<file path="src/rtl/alu_sequencer.sv">
// Steps operand A, operand B and opcode capture from switches on "next" presses, registers the ALU result and muxes the displays.
// Optional idle auto-return to S_A is built only when ALU_SEQ_TIMEOUT_EN is defined.
module alu_sequencer #(
  parameter int N              = 4,
  parameter int OPW            = 4,
  parameter int TIMEOUT_CYCLES = 50_000_000
) (
  input  logic           clk,
  input  logic           rst,
  input  logic [N-1:0]   sw,
  input  logic           btn_next,
  input  logic           btn_clear,
  output logic [N-1:0]   alu_a,
  output logic [N-1:0]   alu_b,
  output logic [OPW-1:0] alu_op,
  input  logic [N-1:0]   alu_result,
  input  logic [3:0]     alu_flags,
  output logic [N-1:0]   result_q,
  output logic [3:0]     flags_q,
  output logic [N-1:0]   disp_left,
  output logic [N-1:0]   disp_right,
  output logic [2:0]     state_o,
  output logic           done
);

  typedef enum logic [2:0] {
    S_A    = 3'd0,
    S_B    = 3'd1,
    S_OP   = 3'd2,
    S_EXEC = 3'd3,
    S_SHOW = 3'd4
  } state_t;

  state_t state, state_nxt;

  logic next_s1, next_s2, next_prev, next_pulse;
  logic clr_s1, clr_s2, clr_prev, clear_pulse;
  logic timeout;
  logic do_clear;

  // Pulse is registered so a press lands three edges after the first high sample.
  always_ff @(posedge clk or posedge rst) begin
    if (rst) begin
      next_s1     <= 1'b0;
      next_s2     <= 1'b0;
      next_prev   <= 1'b0;
      next_pulse  <= 1'b0;
      clr_s1      <= 1'b0;
      clr_s2      <= 1'b0;
      clr_prev    <= 1'b0;
      clear_pulse <= 1'b0;
    end else begin
      next_s1     <= btn_next;
      next_s2     <= next_s1;
      next_prev   <= next_s2;
      next_pulse  <= next_s2 & ~next_prev;
      clr_s1      <= btn_clear;
      clr_s2      <= clr_s1;
      clr_prev    <= clr_s2;
      clear_pulse <= clr_s2 & ~clr_prev;
    end
  end

`ifdef ALU_SEQ_TIMEOUT_EN
  logic [31:0] idle_cnt;
  logic        idle_state;

  assign idle_state = (state == S_B) || (state == S_OP) || (state == S_SHOW);
  assign timeout    = idle_state && (idle_cnt == 32'(TIMEOUT_CYCLES - 1));

  always_ff @(posedge clk or posedge rst) begin
    if (rst) begin
      idle_cnt <= '0;
    end else if (!idle_state || next_pulse || clear_pulse || (state_nxt != state)) begin
      idle_cnt <= '0;
    end else begin
      idle_cnt <= idle_cnt + 32'd1;
    end
  end
`else
  logic timeout_unused;
  assign timeout        = 1'b0;
  assign timeout_unused = (TIMEOUT_CYCLES != 0);
`endif

  always_comb begin
    state_nxt = state;
    do_clear  = clear_pulse | timeout;
    case (state)
      S_A:     if (next_pulse) state_nxt = S_B;
      S_B:     if (next_pulse) state_nxt = S_OP;
      S_OP:    if (next_pulse) state_nxt = S_EXEC;
      S_EXEC:  state_nxt = S_SHOW;
      S_SHOW:  if (next_pulse) state_nxt = S_A;
      default: state_nxt = S_A;
    endcase
    if (do_clear) state_nxt = S_A;
  end

  always_ff @(posedge clk or posedge rst) begin
    if (rst) state <= S_A;
    else     state <= state_nxt;
  end

  always_ff @(posedge clk or posedge rst) begin
    if (rst) begin
      alu_a    <= '0;
      alu_b    <= '0;
      alu_op   <= '0;
      result_q <= '0;
      flags_q  <= '0;
      done     <= 1'b0;
    end else if (do_clear) begin
      alu_a    <= '0;
      alu_b    <= '0;
      alu_op   <= '0;
      result_q <= '0;
      flags_q  <= '0;
      done     <= 1'b0;
    end else begin
      case (state)
        S_A:    if (next_pulse) alu_a <= sw;
        S_B:    if (next_pulse) alu_b <= sw;
        S_OP:   if (next_pulse) alu_op <= sw[OPW-1:0];
        S_EXEC: begin
          result_q <= alu_result;
          flags_q  <= alu_flags;
          done     <= 1'b1;
        end
        S_SHOW: if (next_pulse) done <= 1'b0;
        default: ;
      endcase
    end
  end

  always_comb begin
    disp_left  = sw;
    disp_right = '0;
    case (state)
      S_A: begin
        disp_left  = sw;
        disp_right = '0;
      end
      S_B: begin
        disp_left  = alu_a;
        disp_right = sw;
      end
      S_OP, S_EXEC: begin
        disp_left  = alu_a;
        disp_right = alu_b;
      end
      S_SHOW: begin
        disp_left  = result_q;
        disp_right = N'(flags_q);
      end
      default: ;
    endcase
  end

  assign state_o = state;

endmodule

</file>
<file path="config.mk">
export PLATFORM = sky130hd
export DESIGN_NAME = alu_sequencer
export DESIGN_NICKNAME = d
export VERILOG_FILES = /design/src/rtl/alu_sequencer.sv
export SDC_FILE = /design/constraint.sdc
export NUM_CORES = 1
export LEC_CHECK = 0
export BUFFER_PORTS_ARGS = -buffer_cell sky130_fd_sc_hd__buf_2
export CORE_AREA = 2 2 58 60
export CTS_CLUSTER_SIZE = 28
export DETAILED_ROUTE_END_ITERATION = 16
export DIE_AREA = 0 0 60 62
export PLACE_DENSITY = 0.73
export SETUP_SLACK_MARGIN = 0.05
export SKIP_CTS_REPAIR_TIMING = 1
export SYNTH_ARGS = -nofsm -noshare
export SYNTH_HDL_FRONTEND = slang
export SYNTH_SLANG_ARGS = --single-unit
</file>
<file path="constraint.sdc">
create_clock -name clk -period 1.95 [get_ports clk]
set_clock_uncertainty 0.15 [all_clocks]
set_input_delay 0.0975 -clock clk [delete_from_list [all_inputs] [get_ports clk]]
set_output_delay 0.0975 -clock clk [all_outputs]
set_load 0.02 [all_outputs]
</file>
; ---- Yosys cells after proc, flatten, opt, wreduce, memory -nomap -nowiden
; Cells that the tools add are included.
[totals]
ff_bits = 32
output_inout_bits = 32
word_cells = 63
[classes]
n_eq_ne = 8
muxes = 22
bitwise = 4
n_reduce_logical = 14
[op_table]
columns = op, count
row1 = $mux W4, 11
row2 = $mux W3, 5
row3 = $pmux W3 S5, 1
row4 = $ne A3 B3 Y1 const B, 4
row5 = $pmux W4 S3, 1
row6 = $reduce_bool A2 Y1, 5
row7 = $pmux W4 S2, 1
row8 = $reduce_and A2 Y1, 4
row9 = $eq A3 B2 Y1 const B, 2
row10 = $reduce_and A4 Y1, 1
row11 = $eq A3 B1 Y1 const B, 1
row12 = $eq A3 B3 Y1 const B, 1
row13 = $logic_not A3 Y1, 1
row14 = $reduce_bool A3 Y1, 1
row15 = $reduce_or A3 Y1, 1
row16 = $and A1 B1 Y1, 2
row17 = $mux W1, 2
row18 = $not A1 Y1, 2
row19 = $pmux W1 S2, 1
row20 = $reduce_or A2 Y1, 1

; ---- Depth between registers and ports, before layout
; Gate-level depths: netlist of the first run.
[depth]
ltp_word = 3
ltp_mapped = 5

; ---- Least setup slack after synthesis of the first run
; Ideal clock, no wire load.
[synth_path]
path_kind = reg2out
start = reg state[1], in the netlist state_o[1]
end = out disp_left[0]
t_arrival_ns = 1.504
slack_ns = 0.199
stages_incl_launch_ff = 6
n_path_buf = 2
cell_sequence = dfrtp_1 > buf_2 > nor2_2 > buf_4 > mux2i_1 > mux2i_1
[synth_via]
elab_chain_cells = 3
[synth_rtl]
columns = element, line_no
row1 = "start, declared", 34  ; state_t state, state_nxt;
row2 = "start signal, assigned", 102  ; else state <= state_nxt;
row3 = $eq A3 B2 Y1 or $eq A3 B1 Y1 (tied branches), 139  ; case (state)
row4 = $reduce_or A3 Y1 (no source line), n/a
row5 = $pmux W4 S2 *, 139
row6 = "end, declared", 20  ; output logic [N-1:0] disp_left,
; Mark *: on every way between the ends. The rest lies on a longest branch, timed or not.

; ---- Final worst setup path of the first run
[layout_path]
start = reg state[1], in the netlist state_o[1]
end = out disp_right[3]
[layout_via]
elab_chain_cells = 3
[layout_rtl]
columns = element, line_no
row1 = $eq A3 B2 Y1, 139
row2 = $reduce_or A2 Y1, n/a
row3 = $pmux W4 S3 *, 139
row4 = "end, declared", 21  ; output logic [N-1:0] disp_right,
; Marks and branches as above.

==> results.yml, run 1 <==
worst_setup_path:
  crit_path_end_kind: "output pin"
  startpoint: "state_o[1]"
  critPathLaunchType: "flop"
  required_ns: 1.70
  endpoint: "disp_right[3]"
  r2r_slack_ns: 0.34
  critPathArrivalTime_ns: 1.57
  r2r-start: "state_o[2]"
  crit_fanout: 9
  path_class: "flop to output pin"
  r2r_cells: 5
  reg2reg_to: "alu_op[2]"
sta:
  tightestPinTransition_ns: 0.617
  max_freq_mhz: 550
  timing.final.ws_setup_ns: 0.132
  hold_viol: 3
  whs_ns: -0.00547
  setup_viol: 0
  post-route-period-util_pct: 93.2
  fin_crit_ns: 1.82
  drv_slew: 0
  rsz0062_at_grt: "no"
  slew_headroom_pct: 58.9
synth:
  synth_cell_type_count: 24
  synthXorXnorAreaFrac_pct: 0
  synth.yosys.seq_area_share_pct: 53.1
  synthAdderAreaFrac_pct: 0
  synth_nets: 159
  yosys.area_share.simple_pct: 20.2
  netlist_area_um2: 1510
  muxShareOfSynthArea_pct: 15.9
  ys_warn_count: 0
  ys_seq_elements: 32
  synth_top_family_by_area: "simple AND/OR/NAND/NOR gates"
  avgSynthCellArea_um2: 10.5
  netlist_instances: 143
  synth_compound_area_share_pct: 5.98
clocking:
  path_clk_slew_ns: 0.10
  htreeDepth: 2
  clock_tree.buffer_depth: 2
  cts-root-buf: "clkbuf_4"
  cts_buffers: 5
  numClockSinks: 32
  cts_tree: "built"
  clock_latency_ns: 0.32
place:
  dp_slack_ns: 0.264
  finalWeightedCongestion: 0.826
  placedInstanceArea_um2: 1790
  hpwlAfterDp_um: 2490
  io_buffers: 47
layout:
  diodes: 0
  layout_common_cells: "47 x buf_2, 29 x dfrtp_1, 24 x mux2i_1"
  syn_to_final_growth_pct: 34.9
  fin_util_pct: 64.0
  stdcell_area_um2: 2030
  seq_area_um2: 805
  final_common_cell: "buf_2"
  multi_input_area_um2: 634
  final_nets: 229
  n_fill_cell: 279
  drive_gt1_share_pct: 34.7
grt:
  grtUsageTotal_pct: 20.5
  grt_overflow: 0
  antenna_found_initial: 0
  grt_pass1_vias: 1134
  grt_max_degree: 33
  grt_pass1_wl_um: 5450
die:
  core_area_um2: 3180
  ios: 48
  dieArea_um2: 3720
  die_w_um: 60
  rows: 21
  die_height_um: 62
  start_util_pct: 47.4
detailed_routing:
  vias: 1334
  final_antenna_net_count: 0
  routedWlPerCell_um: 14.2
  via_per_inst: 5.15
  drtIter0Drc: 41
  drt_pass1_iterations: 4
  wl_um: 3670
  drc: 0
outcome:
  violations: "negative hold slack"
  status: "complete, but fails checks"
power_and_ir_drop:
  p_total_uw: 1590
  ir_drop_mv: 0.450
  cellPowerDensity_nw_per_um2: 782
  p_leak_uw: 0.00104
run:
  maxCapViolations: 0
worst_hold_path:
  hp-class: "primary input to flop"
registers in the layout (all words and copies together), names as in the netlist, 3 cells and up:
| signal | count |
|---|---|
| alu_a | 4 |
| alu_b | 4 |
| alu_op | 4 |
| flags_q | 4 |
| result_q | 4 |
| state_o | 3 |
layer usage:
| layer | GRT usage (%) | vias up | part of all wire, % |
|---|---|---|---|
| met5 | 0 | - | 0 |
| met4 | 8.25 | 0 | 1.2 |
| met3 | 5.80 | 5 | 5.3 |
| met2 | 32.6 | 42 | 50 |
| met1 | 26.8 | 658 | 44 |
| li1 | - | 629 | - |
final cells by class:
cell class / count / area share (%)
clock buffer: 6 / 2.03
clock inverter: 1 / 0.246
inverter: 2 / 0.369
multi-input combinational: 97 / 31.2
sequential: 32 / 39.5
tap: 46 / 2.83
timing repair buffer: 75 / 23.8
synthesized netlist by cell type:
library cell / number / area, um^2
nand3b_1: 4 / 30.0
nand2_1: 16 / 60.1
nor4b_4: 1 / 23.8
nor4bb_1: 2 / 20.0
a211oi_1: 1 / 7.51
nand3_1: 11 / 55.1
buf_4: 2 / 15.0
inv_1: 1 / 3.75
o21ai_0: 3 / 15.0
nor2b_1: 2 / 12.5
nand2b_1: 1 / 6.26
nor2_2: 1 / 6.26
dfrtp_1: 32 / 801
and3b_1: 3 / 26.3
buf_2: 4 / 20.0
or3_1: 1 / 6.26
a211oi_2: 1 / 12.5
inv_2: 1 / 3.75
clkbuf_1: 5 / 18.8
nor3_1: 1 / 5.00
mux2i_1: 24 / 240
nor2_1: 14 / 52.6
a21oi_1: 11 / 55.1
buf_6: 1 / 11.3
cell families (layout without fill, tap and decap cells):
family,Yosys count,after routing
flops,32,32
buf+inv,14,84
compound gates,16,16
simple gates,57,57
mux,24,24
power breakdown:
| part | total [uW] | leakage [uW] | internal (uW) | switching (uW) |
|---|---|---|---|---|
| logic | 480 | 0.000590 | 206 | 274 |
| clock network | 338 | 0.0000281 | 133 | 205 |
| registers | 774 | 0.000419 | 718 | 55.8 |
worst min path at each step:
stage | from | end | slack [ns] | cells after the start
after floorplan | btn_clear | clr_s1 | -0.02 | 0
after global placement | rst | alu_op[3] | 0.04 | 3
after detailed placement | rst | alu_a[3] | 0.04 | 3
after CTS | rst | alu_op[1] | -0.32 | 3
after global routing | sw[3] | alu_b[3] | 0.003 | 3
final | sw[3] | alu_b[3] | -0.005 | 3
per-stage QoR:
step           hold slack [ns]  cells  setup TNS [ns]
6_report              -0.00547    259               0
5_1_grt                0.00267    259               0
4_1_cts                 -0.322    238          -0.392
3_5_place_dp            0.0440    231               0
3_3_place_gp            0.0399    231               0
2_1_floorplan          -0.0211    143               0
critical path, cell delays in order, from the launching register on:
cell and delay (ns):
dfrtp_2 0.46, buf_4 0.18, and3b_1 0.21, a21oi_1 0.04, o21ai_0 0.16, buf_2 0.19
(Power assumes the default switching activity.)
==> run 2: changes to the inputs <==
--- a/constraint.sdc
+++ b/constraint.sdc
@@ -4,2 +4,2 @@
 set_output_delay 0.0975 -clock clk [all_outputs]
-set_load 0.02 [all_outputs]
+set_load 0.1 [all_outputs]
==> run 2 against run 1 <==
  * The flow finishes with violations (negative setup slack)
  * Die area did not move
  * Sequential power rose by 2%
  * Critical path depth did not move
  * Total power rose by 59%
  * First-iteration DRC count rose by 4.9%
  * Combinational power rose to 2.6 times the previous value
  * Utilization rose by 13 points
  * Cell count rose by 3.5%
  * Routed wire length rose by 10%
==> results.yml, run 2 (same netlist as run 1, synthesis figures left out) <==
outcome:
  status: "complete, but fails checks"
  violations: "negative setup slack"
layout:
  final_nets: 237
  final-instance-count-excl-fill: 268
  stdcell_area_um2: 2450
  layout_common_cells: "39 x buf_2, 29 x dfrtp_1, 20 x buf_4"
  drive_gt1_share_pct: 45.0
  n_fill_cell: 193
  diodes: 0
  final_common_cell: "buf_2"
  syn_to_final_growth_pct: 62.7
detailed_routing:
  drt_pass1_iterations: 4
  drtIter0Drc: 43
  wl_met1_um: 1660
  final_antenna_net_count: 0
  vias: 1360
  routedWlPerCell_um: 15.0
  via_per_inst: 5.07
  routed-wl-met3_um: 171
  drc: 0
  wl_met2_um: 2130
  highest_layer: "met4"
  wl_um: 4030
clocking:
  clock_latency_ns: 0.35
  cts_tree: "built"
  cts_buffers: 5
  htreeDepth: 2
  path_clk_slew_ns: 0.10
  clock_tree.buffer_depth: 2
  numClockSinks: 32
  cts-root-buf: "clkbuf_4"
sta:
  slew_headroom_pct: 67.3
  max_freq_mhz: 506
  fin_crit_ns: 1.98
  post-route-period-util_pct: 101
  hold_viol: 0
  whs_ns: 0.210
  setup_viol: 4
  rsz0062_at_grt: "yes"
  timing.final.ws_setup_ns: -0.0279
  drv_slew: 0
  tightestPinTransition_ns: 0.493
grt:
  grt_pass1_wl_um: 5730
  grt_pass1_vias: 1213
  grtUsageTotal_pct: 21.7
  grt_overflow: 0
  antenna_found_initial: 0
  grt_max_degree: 33
run:
  maxCapViolations: 0
die:
  die_w_um: 60
  start_util_pct: 47.4
  dieArea_um2: 3720
  ios: 48
  rows: 21
  die_height_um: 62
  core_area_um2: 3180
place:
  finalWeightedCongestion: 0.897
  dp_cells: 231
  dp_slack_ns: 0.244
  placedInstanceArea_um2: 2070
  hpwlAfterDp_um: 2560
  io_buffers: 47
power_and_ir_drop:
  combPwrFrac_pct: 48.4
  seq_power_share_pct: 31.2
  p_switching_uw: 1130
  p_int_uw: 1400
  swShare_pct: 44.8
  p_clk_share_pct: 20.3
  ir_drop_mv: 0.624
  cellPowerDensity_nw_per_um2: 1030
  p_leak_uw: 0.00115
worst_setup_path:
  crit_fanout: 10
  critPathLaunchType: "flop"
  critPathBufInv: 2
  critPathSlowestCell: "dfrtp_4"
  path_class: "flop to output pin"
  critPathTopFamily: "flip-flops"
  crit_path_end_kind: "output pin"
  max_stage_delay_ns: 0.53
  required_ns: 1.70
  critPathArrivalTime_ns: 1.73
  cp_cell_sequence: "nor2_4 -> buf_12 -> mux2i_4 -> mux2i_4 -> buf_12"
worst_hold_path:
  hp-class: "primary input to async pin"
[run 2: cell types whose count changed in the layout (fill, tap and decap cells not counted), sizes merged]
cell	change
buf	+7
bufinv	+1
clkbuf	-1
clkinvlp	+1
dlygate4sd3	+1
[run 2: worst paths after layout]
kind	start	slack, ns	depth (start not counted)	endpoint
worst max-delay path	state_o[1]	-0.03	5	disp_left[1]
worst min-delay path	rst	0.21	4	next_s1
worst max register to register	state_o[1]	0.03	5	alu_a[1]
worst min register to register	next_s1	0.21	0	next_s2
max in group asynchronous	rst	1.11	4	state_o[2]
min in group clk	next_s1	0.21	0	next_s2
[run 2: area by class of cell]
class	count	area, um^2	share of cell area [%]
Sequential cell	32	810	33.0
Timing Repair Buffer	83	676	27.5
Tap cell	46	57.6	2.35
Clock buffer	5	37.5	1.53
Inverter	2	7.51	0.306
Multi-Input combinational cell	97	823	33.6
Clock inverter	3	42.5	1.73
[run 2: worst reg2reg max path: stages (launching register included)]
cell     delay [ns]
dfrtp_4        0.53
buf_4          0.19
buf_4          0.15
nor4b_4        0.46
mux2i_1        0.26
nor2_1         0.06
[run 2: power groups by stage]
stage	clock, uW	combinational (uW)	sequential (uW)
floorplan	0	549	1110
global placement	0	1090	814
detailed placement	0	1100	819
CTS	526	1100	807
global route	554	1270	799
finish	515	1230	792
[run 2: routing by layer]
layer,GRT usage (%),up-vias
li1,-,646
met1,28.0,671
met2,33.5,35
met3,6.42,8
met4,10.5,0
met5,0,-
[run 2: stage by stage]
step                      setup TNS, ns  total power [uW]  utilization [%]
after floorplan                  -0.745              1660                -
after global placement                0              1900             65.2
after detailed placement              0              1920             65.2
after CTS                        -0.536              2430             67.7
after global routing             -0.326              2630             77.2
final                           -0.0742              2530             77.2
==> run 3: changes to the inputs <==
Settings changed: ABC_AREA set to 1, CELL_PAD_IN_SITES_DETAIL_PLACEMENT set to 1, CELL_PAD_IN_SITES_GLOBAL_PLACEMENT set to 1, CORE_AREA 2 2 58 60 to 2 2 68 70, DIE_AREA 0 0 60 62 to 0 0 70 72, PLACE_DENSITY 0.73 to 0.71, SKIP_LAST_GASP set to 1.
==> run 3 against run 2 <==
  * The flow now finishes without violations
  * Cell count up 12%
  * Combinational power up 100%
  * Sequential power up 18%
  * Utilization down 25 points
  * Routed wire length up 16%
  * Worst hold slack worse by 0.14 ns
  * Critical endpoint is now disp_left[2]
  * Largest cell class is now registers
  * Highest routed layer unchanged
==> results.yml, run 3 <==
outcome:
  status: "finished, final reports clean"
worst_setup_path:
  path_class: "flop to output pin"
  critPathTopFamily: "flip-flops"
  r2r_cells: 5
  r2r-start: "state_o[2]"
  required_ns: 1.70
  reg2reg_to: "result_q[0]"
  critPathSlowestCell: "dfrtp_2"
  crit_fanout: 9
  endpoint: "disp_left[2]"
  max_stage_delay_ns: 0.51
  critPathArrivalTime_ns: 1.58
  crit_path_end_kind: "output pin"
  startpoint: "state_o[2]"
  crit_cells: 4
  r2r_slack_ns: 0.43
  cp_cell_sequence: "inv_1 -> nand3_1 -> nand3_4 -> buf_12"
  critPathLaunchType: "flop"
  critPathBufInv: 2
clocking:
  cts_tree: "built"
  cts-root-buf: "clkbuf_8"
  numClockSinks: 32
  path_clk_slew_ns: 0.07
  clock_latency_ns: 0.29
  cts_buffers: 5
  htreeDepth: 2
  clock_tree.buffer_depth: 2
synth:
  synth_common_cells: "70 x nand2_1, 36 x nand3_1, 32 x dfrtp_1"
  synth_cell_type_count: 13
  synth_edf_count: 0
  async_flop_share_pct: 100
  synth_nets: 197
  ys_dominant_reg_cell: "dfrtp_1"
  synth_area_leaders: "dfrtp_1 55%, nand2_1 18%, nand3_1 12%"
  avgSynthCellArea_um2: 8.04
  netlist_area_um2: 1460
  yosys.area.top_type_share_pct: 55.0
  netlist_instances: 181
  ys_warn_count: 0
  synth.yosys.seq_area_share_pct: 55.0
  yosys.area.top_type: "dfrtp_1"
  ys_seq_elements: 32
  yosysMostFrequentCell: "nand2_1"
place:
  io_buffers: 47
  hpwlAfterDp_um: 3390
  finalWeightedCongestion: 0.783
  dp_slack_ns: 0.286
  placedInstanceArea_um2: 1980
grt:
  grt_overflow: 0
  antenna_found_initial: 0
  grt_max_degree: 33
  grtUsageTotal_pct: 18.1
  grt_pass1_vias: 1403
  grt_pass1_wl_um: 7000
die:
  die_w_um: 70
  ios: 48
  rows: 24
  start_util_pct: 34.1
  core_area_um2: 4260
  dieArea_um2: 5040
  die_height_um: 72
layout:
  diodes: 0
  layout_common_cells: "67 x nand2_1, 39 x buf_2, 29 x dfrtp_1"
  final_common_cell: "nand2_1"
  drive_gt1_share_pct: 33.9
  final_nets: 263
  stdcell_area_um2: 2220
  fin_util_pct: 52.1
  syn_to_final_growth_pct: 52.8
power_and_ir_drop:
  swShare_pct: 57.2
  cellPowerDensity_nw_per_um2: 1800
  p_clk_share_pct: 14.2
  ir_drop_mv: 0.820
  combPwrFrac_pct: 62.5
  p_int_uw: 1710
  p_leak_uw: 0.00122
  seq_power_share_pct: 23.3
  p_switching_uw: 2290
sta:
  max_freq_mhz: 548
  timing.final.ws_setup_ns: 0.125
  setup_viol: 0
  hold_viol: 0
  tightestPinTransition_ns: 0.503
  fin_crit_ns: 1.82
  post-route-period-util_pct: 93.6
  slew_headroom_pct: 66.7
  drv_slew: 0
  fin_tns_setup_ns: 0
  rsz0062_at_grt: "no"
detailed_routing:
  routedWlPerCell_um: 15.7
  drc: 0
  drt_pass1_iterations: 4
  vias: 1456
  drtIter0Drc: 67
  via_per_inst: 4.85
  final_antenna_net_count: 0
  wl_um: 4700
worst_hold_path:
  min_path_cells: 5
  hp-class: "primary input to flop"
run:
  maxCapViolations: 0
[run 3: power by group through the flow]
stage                     Clock [uW]  Sequential (uW)  Combinational [uW]
after floorplan                    0             1730                1010
final                            569              932                2500
after global placement             0              936                2410
after global routing             611              951                2610
after CTS                        581              923                2440
after detailed placement           0              935                2430
[run 3: final cells by class]
| cell class | instances | area (um^2) |
|---|---|---|
| multi-input cells | 132 | 703 |
| repair buffers | 62 | 495 |
| inverters | 14 | 55.1 |
| fillers | 504 | 2040 |
| well taps | 52 | 65.1 |
| flip-flops and latches | 32 | 805 |
| clock buffers | 8 | 100 |
[run 3: how the worst min path moves through the flow]
| stage | end | start |
|---|---|---|
| 5_1_grt | alu_op[3] | sw[3] |
| 6_report | alu_b[2] | sw[2] |
| 4_1_cts | alu_b[2] | rst |
| 2_1_floorplan | clr_s1 | btn_clear |
| 3_5_place_dp | clr_s1 | btn_clear |
| 3_3_place_gp | flags_q[1] | rst |
[run 3: routing by layer]
metal,wire length [um],part of all wire [%],global-route usage (%),vias to the layer above
met3,158,3.4,4.17,5
met1,2010,43,23.7,715
met4,55,1.2,5.13,0
met2,2470,53,30.3,28
met5,0,0,0,-
li1,-,-,-,708
[run 3: worst min-delay path, delay by kind of cell]
kind / cells / cell delay, ns
simple gates: 3 / 0.21
buf+inv: 2 / 0.16
[run 3: logic make-up (layout without fill, tap and decap cells)]
family / after synthesis / after routing / share of synthesized area (%)
AO/OA/AOI/OAI: 3 / 3 / 1.03
flip-flops: 32 / 32 / 55.0
buffers and inverters: 17 / 84 / 4.64
AND/OR/NAND/NOR: 129 / 129 / 39.3
[run 3: stage by stage]
stage / total power [uW] / hold slack [ns] / instances
6_report: 4010 / 0.0712 / 300
3_3_place_gp: 3350 / 0.0527 / 279
4_1_cts: 3940 / -0.243 / 287
3_5_place_dp: 3370 / 0.0571 / 279
5_1_grt: 4170 / 0.0953 / 300
2_1_floorplan: 2740 / -0.0211 / 181
